--- config.mk ---
export PLATFORM = sky130hd
export DESIGN_NAME = bcd_converter_seq
export DESIGN_NICKNAME = d
export VERILOG_FILES = /design/src/rtl/bcd_pkg.sv /design/src/rtl/bcd_adjust_digit.sv /design/src/rtl/bcd_converter_seq.sv
export SDC_FILE = /design/constraint.sdc
export NUM_CORES = 1
export LEC_CHECK = 0
export CAP_MARGIN = 20
export CELL_PAD_IN_SITES_DETAIL_PLACEMENT = 0
export CELL_PAD_IN_SITES_GLOBAL_PLACEMENT = 1
export CORE_AREA = 2 2 71 141
export CTS_CLUSTER_DIAMETER = 30
export DETAILED_ROUTE_END_ITERATION = 10
export DIE_AREA = 0 0 73 143
export PLACE_DENSITY_LB_ADDON = 0.1
export SETUP_SLACK_MARGIN = 0.05
export SLEW_MARGIN = 40
export SYNTH_ARGS = -nofsm -noshare
export SYNTH_HDL_FRONTEND = slang
export SYNTH_SLANG_ARGS = --single-unit
--- constraint.sdc ---
create_clock -name clk -period 5 [get_ports clk]
set_clock_uncertainty 0.15 [all_clocks]
set_input_delay 0.5 -clock clk [delete_from_list [all_inputs] [get_ports clk]]
set_output_delay 0.5 -clock clk [all_outputs]
set_load 0.005 [all_outputs]
--- src/rtl/bcd_pkg.sv ---
// Shared types and constants for the sequential binary-to-BCD converter.
package bcd_pkg;

  typedef enum logic [1:0] {
    IDLE  = 2'd0,
    SHIFT = 2'd1,
    DONE  = 2'd2
  } state_t;

  localparam int unsigned NIBBLE   = 4;
  localparam logic [3:0]  BCD_NINE = 4'd9;

  // Counter width able to hold the value data_w (shift count loaded on start).
  function automatic int unsigned cnt_width(input int unsigned data_w);
    return $clog2(data_w + 1);
  endfunction

endpackage

--- src/rtl/bcd_adjust_digit.sv ---
// Double-dabble digit correction: add 3 to any BCD digit of 5 or more before a shift.
module bcd_adjust_digit
  import bcd_pkg::*;
(
  input  logic [NIBBLE-1:0] digit,
  output logic [NIBBLE-1:0] adj_c
);

  // Combinational +3 correction.
  always_comb begin
    adj_c = digit;
    if (digit >= NIBBLE'(5)) begin
      adj_c = digit + NIBBLE'(3);
    end
  end

endmodule

--- src/rtl/bcd_converter_seq.sv ---
// Sequential double-dabble binary-to-BCD converter with signed mode,
// start/busy/done handshake and saturating overflow detection.
module bcd_converter_seq
  import bcd_pkg::*;
#(
  parameter int unsigned DATA_W    = 32,
  parameter int unsigned DIGITS    = 4,
  parameter bit          SIGNED_EN = 1'b1
) (
  input  logic                     clk,
  input  logic                     reset,
  input  logic                     start,
  input  logic [DATA_W-1:0]        data_in,
  input  logic                     signed_mode,
  output logic                     busy,
  output logic                     done,
  output logic [NIBBLE*DIGITS-1:0] digits,
  output logic                     negative,
  output logic                     overflow
);

  localparam int unsigned BCD_W = NIBBLE * DIGITS;
  localparam int unsigned CNT_W = cnt_width(DATA_W);

  state_t             state_q;
  state_t             state_d;
  logic [DATA_W-1:0]  mag_q;
  logic [BCD_W-1:0]   scratch_q;
  logic [CNT_W-1:0]   cnt_q;
  logic               neg_q;
  logic               ovf_q;

  logic [BCD_W-1:0]   adj_c;
  logic               load_c;
  logic               shift_c;
  logic               commit_c;
  logic               busy_d;
  logic               neg_in_c;
  logic [DATA_W-1:0]  mag_in_c;
  logic [BCD_W-1:0]   nines_c;
  logic               result_zero_c;

  // One +3 corrector per BCD digit of the scratch register.
  for (genvar g = 0; g < int'(DIGITS); g++) begin : g_adjust
    bcd_adjust_digit u_adjust (
      .digit (scratch_q[g*NIBBLE +: NIBBLE]),
      .adj_c (adj_c[g*NIBBLE +: NIBBLE])
    );
  end

  // State register.
  always_ff @(posedge clk or negedge reset) begin
    if (!reset) begin
      state_q <= IDLE;
    end else begin
      state_q <= state_d;
    end
  end

  // Next-state logic: IDLE -> SHIFT for DATA_W edges -> DONE -> IDLE.
  always_comb begin
    state_d = state_q;
    unique case (state_q)
      IDLE:    if (start) state_d = SHIFT;
      SHIFT:   if (cnt_q == CNT_W'(1)) state_d = DONE;
      DONE:    state_d = IDLE;
      default: state_d = IDLE;
    endcase
  end

  // Per-state control strobes and next busy value.
  always_comb begin
    load_c   = 1'b0;
    shift_c  = 1'b0;
    commit_c = 1'b0;
    unique case (state_q)
      IDLE:    load_c   = start;
      SHIFT:   shift_c  = 1'b1;
      DONE:    commit_c = 1'b1;
      default: ;
    endcase
    busy_d = (state_d == SHIFT);
  end

  // Operand magnitude/sign extraction and result helpers.
  always_comb begin
    neg_in_c      = signed_mode & SIGNED_EN & data_in[DATA_W-1];
    mag_in_c      = neg_in_c ? DATA_W'(~data_in + DATA_W'(1)) : data_in;
    nines_c       = {DIGITS{BCD_NINE}};
    result_zero_c = (scratch_q == '0) && !ovf_q;
  end

  // Conversion datapath and registered outputs.
  always_ff @(posedge clk or negedge reset) begin
    if (!reset) begin
      mag_q     <= '0;
      scratch_q <= '0;
      cnt_q     <= '0;
      neg_q     <= 1'b0;
      ovf_q     <= 1'b0;
      busy      <= 1'b0;
      done      <= 1'b0;
      digits    <= '0;
      negative  <= 1'b0;
      overflow  <= 1'b0;
    end else begin
      busy <= busy_d;
      done <= commit_c;
      if (load_c) begin
        mag_q     <= mag_in_c;
        neg_q     <= neg_in_c;
        scratch_q <= '0;
        ovf_q     <= 1'b0;
        cnt_q     <= CNT_W'(DATA_W);
      end
      if (shift_c) begin
        scratch_q <= {adj_c[BCD_W-2:0], mag_q[DATA_W-1]};
        mag_q     <= {mag_q[DATA_W-2:0], 1'b0};
        cnt_q     <= cnt_q - CNT_W'(1);
        if (adj_c[BCD_W-1]) begin
          ovf_q <= 1'b1;
        end
      end
      if (commit_c) begin
        digits   <= ovf_q ? nines_c : scratch_q;
        negative <= neg_q & ~result_zero_c;
        overflow <= ovf_q;
      end
    end
  end

endmodule
After elaboration in Yosys (flattened, before gate mapping)
Index checks and enable logic that the tools add are counted.
Widths: inputs -> output; s select.
{ "op_classes": {"magnitude_cmp": 4, "n_addsub": 6, "reduce_logical": 5, "n_eq_ne": 4, "muxes": 21, "bitwise_logic": 4} }
{ "op_table": {"columns": ["op", "n"], "rows": [
  ["$mux 32", 3],
  ["$mux 16", 3],
  ["$add 32x1->32 const B", 1],
  ["$not 32->32", 1],
  ["$add 4x2->4 const B", 4],
  ["$ge 4x3->1 const B", 4],
  ["$logic_not 16->1", 1],
  ["$mux 4", 4],
  ["$mux 6", 2],
  ["$eq 6x1->1 const B", 1],
  ["$mux 1", 6],
  ["$sub 6x1->6 const B", 1],
  ["$eq 2x1->1 const B", 2],
  ["$mux 2", 2],
  ["$pmux 2 s2", 1],
  ["$and 1x1->1", 2],
  ["$eq 2x2->1 const B", 1],
  ["$logic_not 2->1", 1],
  ["$reduce_bool 2->1", 1],
  ["$logic_and 1x1->1", 1],
  ["$logic_not 1->1", 1],
  ["$not 1->1", 1]
]} }
{ "totals": {"output_inout_bits": 20, "ff_bits": 78, "inputBits": 36, "elab_cells": 55} }

Depth between registers and ports, before layout
Gate-level depths: netlist (run 1).
{ "depth": {"depth_word": 5, "ltp_mapped": 7} }

Cells and area by module
A second synthesis (run 1) with hierarchy kept.
{ "hier_totals": {"hier_cells": 473, "area_unflattened_um2": 4341.7} }
{ "by_module_without_submodules": {"columns": ["module", "instances", "seq_area_each_um2", "area_per_inst_um2", "cells_per_inst"], "rows": [
  ["bcd_converter_seq", 1, 1951.9, 3936.3, 409],
  ["bcd_adjust_digit", 4, 0.0, 101.3, 16]
]} }

Worst setup path before layout (run 1)
No wires, ideal clock.
{ "synth_timing": {"path_type": "input to register", "startpoint": "input data_in[0]", "endpoint": "register mag_q[14]", "t_required_ns": 4.721, "setup_slack_ns": 3.081, "t_arrival_ns": 1.640, "n_path_buf": 0, "stages": 7, "path_cell_list": "inv_1 -> ha_1 -> nor3b_4 -> nand3_1 -> o41ai_2 -> xor2_1 -> o21ai_1"} }
{ "synth_between": {"elab_chain_len": 5} }
{ "synth_lines": {"columns": ["item", "line_no", "rtl"], "rows": [
  ["from (decl)", "bcd_converter_seq.sv:13", "input logic [DATA_W-1:0] data_in,"],
  ["$not 32->32", "bcd_converter_seq.sv:88", "mag_in_c = neg_in_c ? DATA_W'(~data_in + DATA_W'(1)) : data_in;"],
  ["$add 32x1->32", "bcd_converter_seq.sv:88", null],
  ["$mux 32", "bcd_converter_seq.sv:88", null],
  ["$mux 32", "bcd_converter_seq.sv:109", "if (load_c) begin"],
  ["$mux 32", "bcd_converter_seq.sv:116", "if (shift_c) begin"],
  ["to (signal assigned)", "bcd_converter_seq.sv:110", "mag_q <= mag_in_c;"],
  ["to (signal assigned)", "bcd_converter_seq.sv:118", "mag_q <= {mag_q[DATA_W-2:0], 1'b0};"],
  ["to (decl)", "bcd_converter_seq.sv:27", "logic [DATA_W-1:0] mag_q;"]
]} }
Every way passes these cells. The select of a mux whose other input is x is not followed.
A chain may end at the register's enable or synchronous reset.

Final worst setup path (run 1)
Ends and elaborated chain as after synthesis.

==> metrics.md, run 1 <==
| Metric | Value |
|---|---|
| Clock Sinks | 78 |
| EDFF count, synth | 0 |
| Worst EP required | 5.06 ns |
| Area grow syn2layout | 20.0% |
| Max Cap Viol | 0 |
| Pleak | 2.14 nW |
| Post-route antenna net violation count | 0 |
| Final Max Slew Viols | 0 |
| Synth Instances | 438 |
| Die area | 10400 um2 |
| Syn_nets | 489 |
| DR pass1 iterations | 4 |
| Peak VDD IR | 0.247 mV |
| Yosys warnings | 0 |
| Post-Place Worst Slack | 2.18 ns |
| Hold crit path type | in2async |
| # setup viols final | 0 |
| Die span in y | 143 um |
| Proportion of power drawn by combinational gates | 37.6% |
| Vias in the first global route | 3355 |
| RSZ-0062 raised after global routing | no |
| Part of the power in registers | 39.8% |
| Num rows | 50 |
| Num ports | 56 |
| Outcome | completed |
| Initial DRC Count | 205 |
| Crit share post-route | 49.1% |
| Post-DP Area | 4930 um2 |
| Starting density of the core | 46.5% |
| First-pass GRT wire length | 16.6 mm |
| Worst-skew pair later-pin latency | 0.34 ns |
| Final net count | 535 |
| DRC | 0 |
| Mapped Avg Cell Area | 9.90 um2 |
| Clk slew on worst S/H paths | 0.05 ns |
| RePlAce Congestion | 0.824 |
| Maximum root-to-sink buffer count | 2 |
| Sw frac | 37.1% |
| Initial antenna violation count | 0 |
| Pin count of the biggest net entering global routing | 79 |
| FFs w/ async S/R, synth | 100% |
| Crit Path Max Fanout | 7 |
| Synth unique cells | 51 |
| Dpl hpwl | 7.56 mm |
| Element type at the critical path end | register |
| Root buffer cell | clkbuf_16 |
| Post-CTS sizing | 0 |
| Clock share of power | 22.6% |
| Worst setup margin | 2.54 ns |
| Via density | 5.82 |
| Minimum clock period | 2.46 ns |
| Ratio of cells with drive above 1 in the final layout | 7.58% |
| Die X-Extent | 73 um |
| Cell-internal power | 0.00166 W |
| N_diodes | 0 |
| Mapped cell area | 4330 um2 |
| Max Freq | 407 MHz |
| Setup Buffers After CTS | 0 |
| Inserted Clock Buffers | 9 |
| Overall Power | 0.00264 W |
| Total track usage | 21.1% |
| NetSw | 0.000980 W |
| GRT overflow | 0 |
| Setup Crit Path Kind | in2reg |
| H-tree Lvls | 3 |
| Slew headroom | 51.8% |
| Final hold vios | 0 |
| CTS tree | yes |
| Crit start category | input port |
| Total negative slack | 0 ns |
| Via count | 3446 |
| Cts-stage hold buffer count | 0 |
| # port buffers | 55 |
| Fill cells | 836 |
| Register area | 1950 um2 |
| Worst Max-Slew Pin Slew | 0.723 ns |
| Synth Register Bits | 78 |
| Post-route cell area | 5200 um2 |
| Area occupied by multi-input gates | 2210 um2 |
| Post-synth top flop | dfrtp_1 |
| Critical path arrival | 2.52 ns |
| Sequential fraction of the synthesis area | 45.0% |
| Pwr dens | 508 nW/um2 |
| Core area | 9320 um2 |
| Total wire length | 10.2 mm |
| Routed length per placed instance | 17.2 um |
-- routing by layer --
layer	up-vias	part of all wire, %	GRT usage (%)
met3	22	3.5	3.74
li1	1693	-	-
met5	-	0	0
met2	84	56	38.1
met1	1647	36	22.2
met4	0	4.0	11.9
-- cell families (layout without fill, tap and decap cells) --
family | after synthesis | count (layout) | synth area share [%]
XOR/XNOR | 34 | 34 | 6.87
AND/OR/NAND/NOR | 113 | 113 | 15.2
buffers and inverters | 39 | 89 | 4.13
adder cells (fa/ha/maj) | 15 | 15 | 4.33
AO/OA/AOI/OAI | 157 | 157 | 23.9
flip-flops | 78 | 78 | 45.0
multiplexers | 2 | 2 | 0.491
-- worst paths after layout --
| kind | cells after the start | end | start | slack [ns] |
|---|---|---|---|---|
| setup / recovery | 8 | mag_q[14] | data_in[0] | 2.54 |
| hold / removal | 1 | digits[2] | reset | 0.02 |
| setup reg to reg | 5 | mag_q[28] | state_q[0] | 2.92 |
| hold reg to reg | 2 | digits[9] | digits[9] | 0.32 |
| max in group asynchronous | 1 | cnt_q[5] | reset | 4.15 |
| min in group clk | 2 | digits[9] | digits[9] | 0.32 |
-- state kept, by name, indices dropped and copies added, names as in the netlist --
signal and cells:
negative 1, neg_q 1, state_q 2, overflow 1
digits 16, mag_q 32, scratch_q 16, done 1
busy 1, cnt_q 6, ovf_q 1
-- power groups by stage --
stage / Sequential, W / Clock (W) / Combinational, W
finish: 0.00105 / 0.000598 / 0.000994
global route: 0.00109 / 0.000637 / 0.00114
CTS: 0.00105 / 0.000613 / 0.00100
detailed placement: 0.00106 / 0 / 0.00100
global placement: 0.00106 / 0 / 0.000972
floorplan: 0.000997 / 0 / 0.000753
-- placed cells by master (no fill, tap or decap), types with 7 or more instances in the layout --
cell type        count
o22ai_1             12
o31ai_1             22
clkdlybuf4s50_1     54
a21oi_1             19
ha_1                15
xnor2_1              9
clkbuf_16            9
xor2_1              25
nand2_1             40
nor2_1              19
a22oi_1             20
nand2b_1             9
nand3_1              7
a22o_1              10
dfrtp_1             78
inv_1               14
o21ai_0             49
o21ai_1              9
-- worst max-delay path, cell delays in order --
cell and delay, ns:
clkdlybuf4s50_1 0.47, inv_1 0.10, ha_1 0.16, nor3b_4 0.41, nand3_1 0.28, o41ai_2 0.30
xor2_1 0.21, o21ai_1 0.07
-- cell type report --
class	count	area share [%]
clock buffers	14	5.07
well taps	104	2.50
inverters	14	1.01
multi-input cells	321	42.5
repair buffers	60	11.3
flip-flops and latches	78	37.5
clock inverters	1	0.0962
-- metrics by stage --
stage,hold WS [ns],std cells,utilization [%]
global route,0.0708,592,55.8
finish,0.0150,592,55.8
detailed placement,0.316,577,52.9
global placement,0.310,577,52.8
CTS,0.0697,592,55.8
floorplan,0.0544,438,-
-- synthesized netlist by cell type (all sizes together) (2+ instances only) --
| master | count | share of area, % |
|---|---|---|
| dfrtp | 78 | 45 |
| o21ai | 58 | 6.7 |
| nand2 | 41 | 3.6 |
| xor2 | 25 | 5.1 |
| o31ai | 22 | 3.8 |
| a22oi | 20 | 3.5 |
| a21oi | 19 | 2.2 |
| nor2 | 19 | 1.6 |
| ha | 15 | 4.3 |
| clkbuf | 14 | 1.2 |
| inv | 14 | 1.2 |
| o22ai | 12 | 1.7 |
| buf | 11 | 1.7 |
| a22o | 10 | 2.0 |
| nand2b | 10 | 1.4 |
| nand3 | 9 | 1.3 |
| nor4 | 9 | 3.2 |
| xnor2 | 9 | 1.8 |
| o41ai | 6 | 1.9 |
| a32o | 4 | 0.92 |
| nor3 | 4 | 0.46 |
| nor3b | 4 | 0.95 |
| or3 | 4 | 0.58 |
| and2 | 3 | 0.43 |
| nand3b | 2 | 0.35 |
| o211ai | 2 | 0.35 |
| o311ai | 2 | 0.40 |
| or2 | 2 | 0.29 |
(Power assumes the default switching activity.)
==> run 2, diff against run 1 <==
--- a/config.mk
+++ b/config.mk
@@ -8,10 +8,10 @@
 export CAP_MARGIN = 20
 export CELL_PAD_IN_SITES_DETAIL_PLACEMENT = 0
 export CELL_PAD_IN_SITES_GLOBAL_PLACEMENT = 1
-export CORE_AREA = 2 2 71 141
+export CORE_AREA = 2 2 78 155
 export CTS_CLUSTER_DIAMETER = 30
 export DETAILED_ROUTE_END_ITERATION = 10
-export DIE_AREA = 0 0 73 143
+export DIE_AREA = 0 0 80 157
 export PLACE_DENSITY_LB_ADDON = 0.1
 export SETUP_SLACK_MARGIN = 0.05
 export SLEW_MARGIN = 40
==> constraint.sdc (replaced) <==
create_clock -name clk -period 2.1 [get_ports clk]
set_clock_uncertainty 0.15 [all_clocks]
set_input_delay 0.21 -clock clk [delete_from_list [all_inputs] [get_ports clk]]
set_output_delay 0.21 -clock clk [all_outputs]
set_load 0.005 [all_outputs]
==> run 2 against run 1 <==
Effect of this change: cell count increased by 17%; sequential share of layout area decreased by 4.0 points; sequential power is 140% higher; design area up 12%; utilization fell by 4.2 points; wire length is 7.5% higher; critical path type unchanged; critical endpoint is now mag_q[18]; largest power group is now combinational logic.
==> metrics.md, run 2 (same netlist as run 1, synthesis figures left out) <==
| Metric | Value |
|---|---|
| First-pass GRT wire length | 17.9 mm (+7.6%) |
| Num ports | 56 (unchanged) |
| Total wire length | 10.9 mm (+7.5%) |
| Die area | 12600 um2 (+20%) |
| Final hold vios | 0 (unchanged) |
| RSZ-0062 raised after global routing | no |
| Final Max Slew Viols | 0 (unchanged) |
| Critical path, cell by cell | clkdlybuf4s50_1 -> inv_1 -> ha_1 -> nor3b_4 -> nand3_1 -> o41ai_2 -> xor2_1 -> o21ai_1 |
| Area grow syn2layout | 34.4% |
| Post-CTS sizing | 0 (unchanged) |
| Total track usage | 18.7% (-2.4 points) |
| Peak VDD IR | 0.547 mV (+120%) |
| CTS tree | yes |
| Pin count of the biggest net entering global routing | 43 (-46%) |
| Vias in the first global route | 3683 (+9.8%) |
| RePlAce Congestion | 0.857 (+4.0%) |
| Num rows | 55 (+10%) |
| Most frequent cells in the layout | 78 x dfrtp_1, 60 x buf_4, 54 x clkdlybuf4s50_1 |
| Max Freq | 518 MHz |
| Worst-skew pair later-pin latency | 0.34 ns (about the same) |
| CP Buf/Inv Count | 2 (unchanged) |
| Pleak | 2.49 nW (+16%) |
| Die span in y | 157 um (+9.8%) |
| Die X-Extent | 80 um (+9.6%) |
| Non-filler instance count after layout | 692 (+17%) |
| Via count | 3662 (+6.3%) |
| Critical path arrival | 2.00 ns (-0.52 ns) |
| Largest reg by FF count | mag_q |
| Element type at the critical path end | register |
| Setup Crit Path Kind | in2reg |
| # setup viols final | 0 (unchanged) |
| Max reg flops | 32 (unchanged) |
| Delay-heaviest family, CP | simple AND/OR/NAND/NOR gates |
| Slew headroom | 62.9% (+11 points) |
| Crit share post-route | 92.0% |
| Initial antenna violation count | 0 (unchanged) |
| Ratio of cells with drive above 1 in the final layout | 17.5% (+9.9 points) |
| Starting density of the core | 38.4% (-8.1 points) |
| Max Cap Viol | 0 (unchanged) |
| Crit start category | input port |
| H-tree Lvls | 3 (unchanged) |
| Via density | 5.29 (-9.1%) |
| Root buffer cell | clkbuf_16 |
| Routed length per placed instance | 15.8 um (-8.1%) |
| Top Registers | mag_q (32), digits (16), scratch_q (16) |
| Crit Path Max Fanout | 5 (-2) |
| N_diodes | 0 (unchanged) |
| Outcome | completed |
| Inserted Clock Buffers | 9 (unchanged) |
| Clock Sinks | 78 (unchanged) |
| DR pass1 iterations | 4 (unchanged) |
| Placed cells | 675 (+17%) |
| Pwr dens | 1170 nW/um2 (+130%) |
| Worst Max-Slew Pin Slew | 0.557 ns (-0.166 ns) |
| Clk slew on worst S/H paths | 0.06 ns (about the same) |
| Initial DRC Count | 168 (-18%) |
| GRT overflow | 0 (unchanged) |
| Commonest non-fill, non-tap cell in the layout | dfrtp_1 |
| Final net count | 596 (+11%) |
| # port buffers | 55 (unchanged) |
| R2R Setup Slk | 0.30 ns (-2.62 ns) |
| Max stage delay on crit path | 0.42 ns (-0.05 ns) |
| Setup Buffers After CTS | 0 (unchanged) |
| Minimum clock period | 1.93 ns |
| Post-route antenna net violation count | 0 (unchanged) |
| Hold crit path type | in2async |
| Core area | 11300 um2 (+21%) |
| Max stage delay cell, worst path | clkdlybuf4s50_1 |
| Overall Power | 0.00682 W (+160%) |
| Dpl hpwl | 8.51 mm (+13%) |
| Maximum root-to-sink buffer count | 2 (unchanged) |
| Worst EP required | 2.16 ns (-2.90 ns) |
| DRC | 0 (unchanged) |
[run 2: worst reg2reg max path: cells and delay by family, from the launching register on]
kind,cells,cell delay [ns]
AOI/OAI and AO/OA,2,0.52
DFF,1,0.52
and+or+nand+nor,2,0.50
[run 2: path summary, 6_finish.rpt]
kind                       depth (start not counted)        end       start
setup / recovery                                   8  mag_q[18]  data_in[0]
hold / removal                                     2  digits[6]       reset
setup reg to reg                                   4  mag_q[28]  state_q[1]
hold reg to reg                                    2  digits[0]   digits[0]
max in group asynchronous                          3  mag_q[26]       reset
min in group clk                                   2  digits[0]   digits[0]
[run 2: per-stage QoR]
stage	setup TNS (ns)	hold slack [ns]	util (%)	worst slack (ns)	instance area, um2
after CTS	0	0.266	51.6	0.147	5830
after floorplan	0	-0.236	-	0.419	4330
after detailed placement	-3.24	0.0920	48.7	-0.213	5500
final	0	0.253	51.6	0.168	5830
after global routing	0	0.308	51.6	0.0525	5830
after global placement	-2.81	0.0906	48.7	-0.175	5500
[run 2: cell type report]
cell class,instances,area [um2]
repair buffers,121,1120
multi-input cells,321,2210
flip-flops and latches,78,1950
fillers,1094,5460
clock inverters,4,70.1
well taps,142,178
inverters,14,52.6
clock buffers,12,246
[run 2: power breakdown]
part           internal (W)  switching [W]  total, W
Sequential          0.00204       0.000473   0.00251
Clock               0.00107       0.000592   0.00166
Combinational       0.00129        0.00135   0.00264
Total               0.00440        0.00242   0.00682
[run 2: metal layers]
metal / GRT usage [%] / vias up / wire, um
li1: - / 1825 / -
met1: 19.5 / 1742 / 4260
met2: 34.1 / 77 / 6010
met3: 3.56 / 18 / 267
met4: 10.4 / 0 / 391
met5: 0 / - / 0
[run 2: repair_timing]
action,4_1_cts,5_1_grt
hold buffers,1,0
hold endpoints to repair,40,0
setup endpoints to repair,0,0
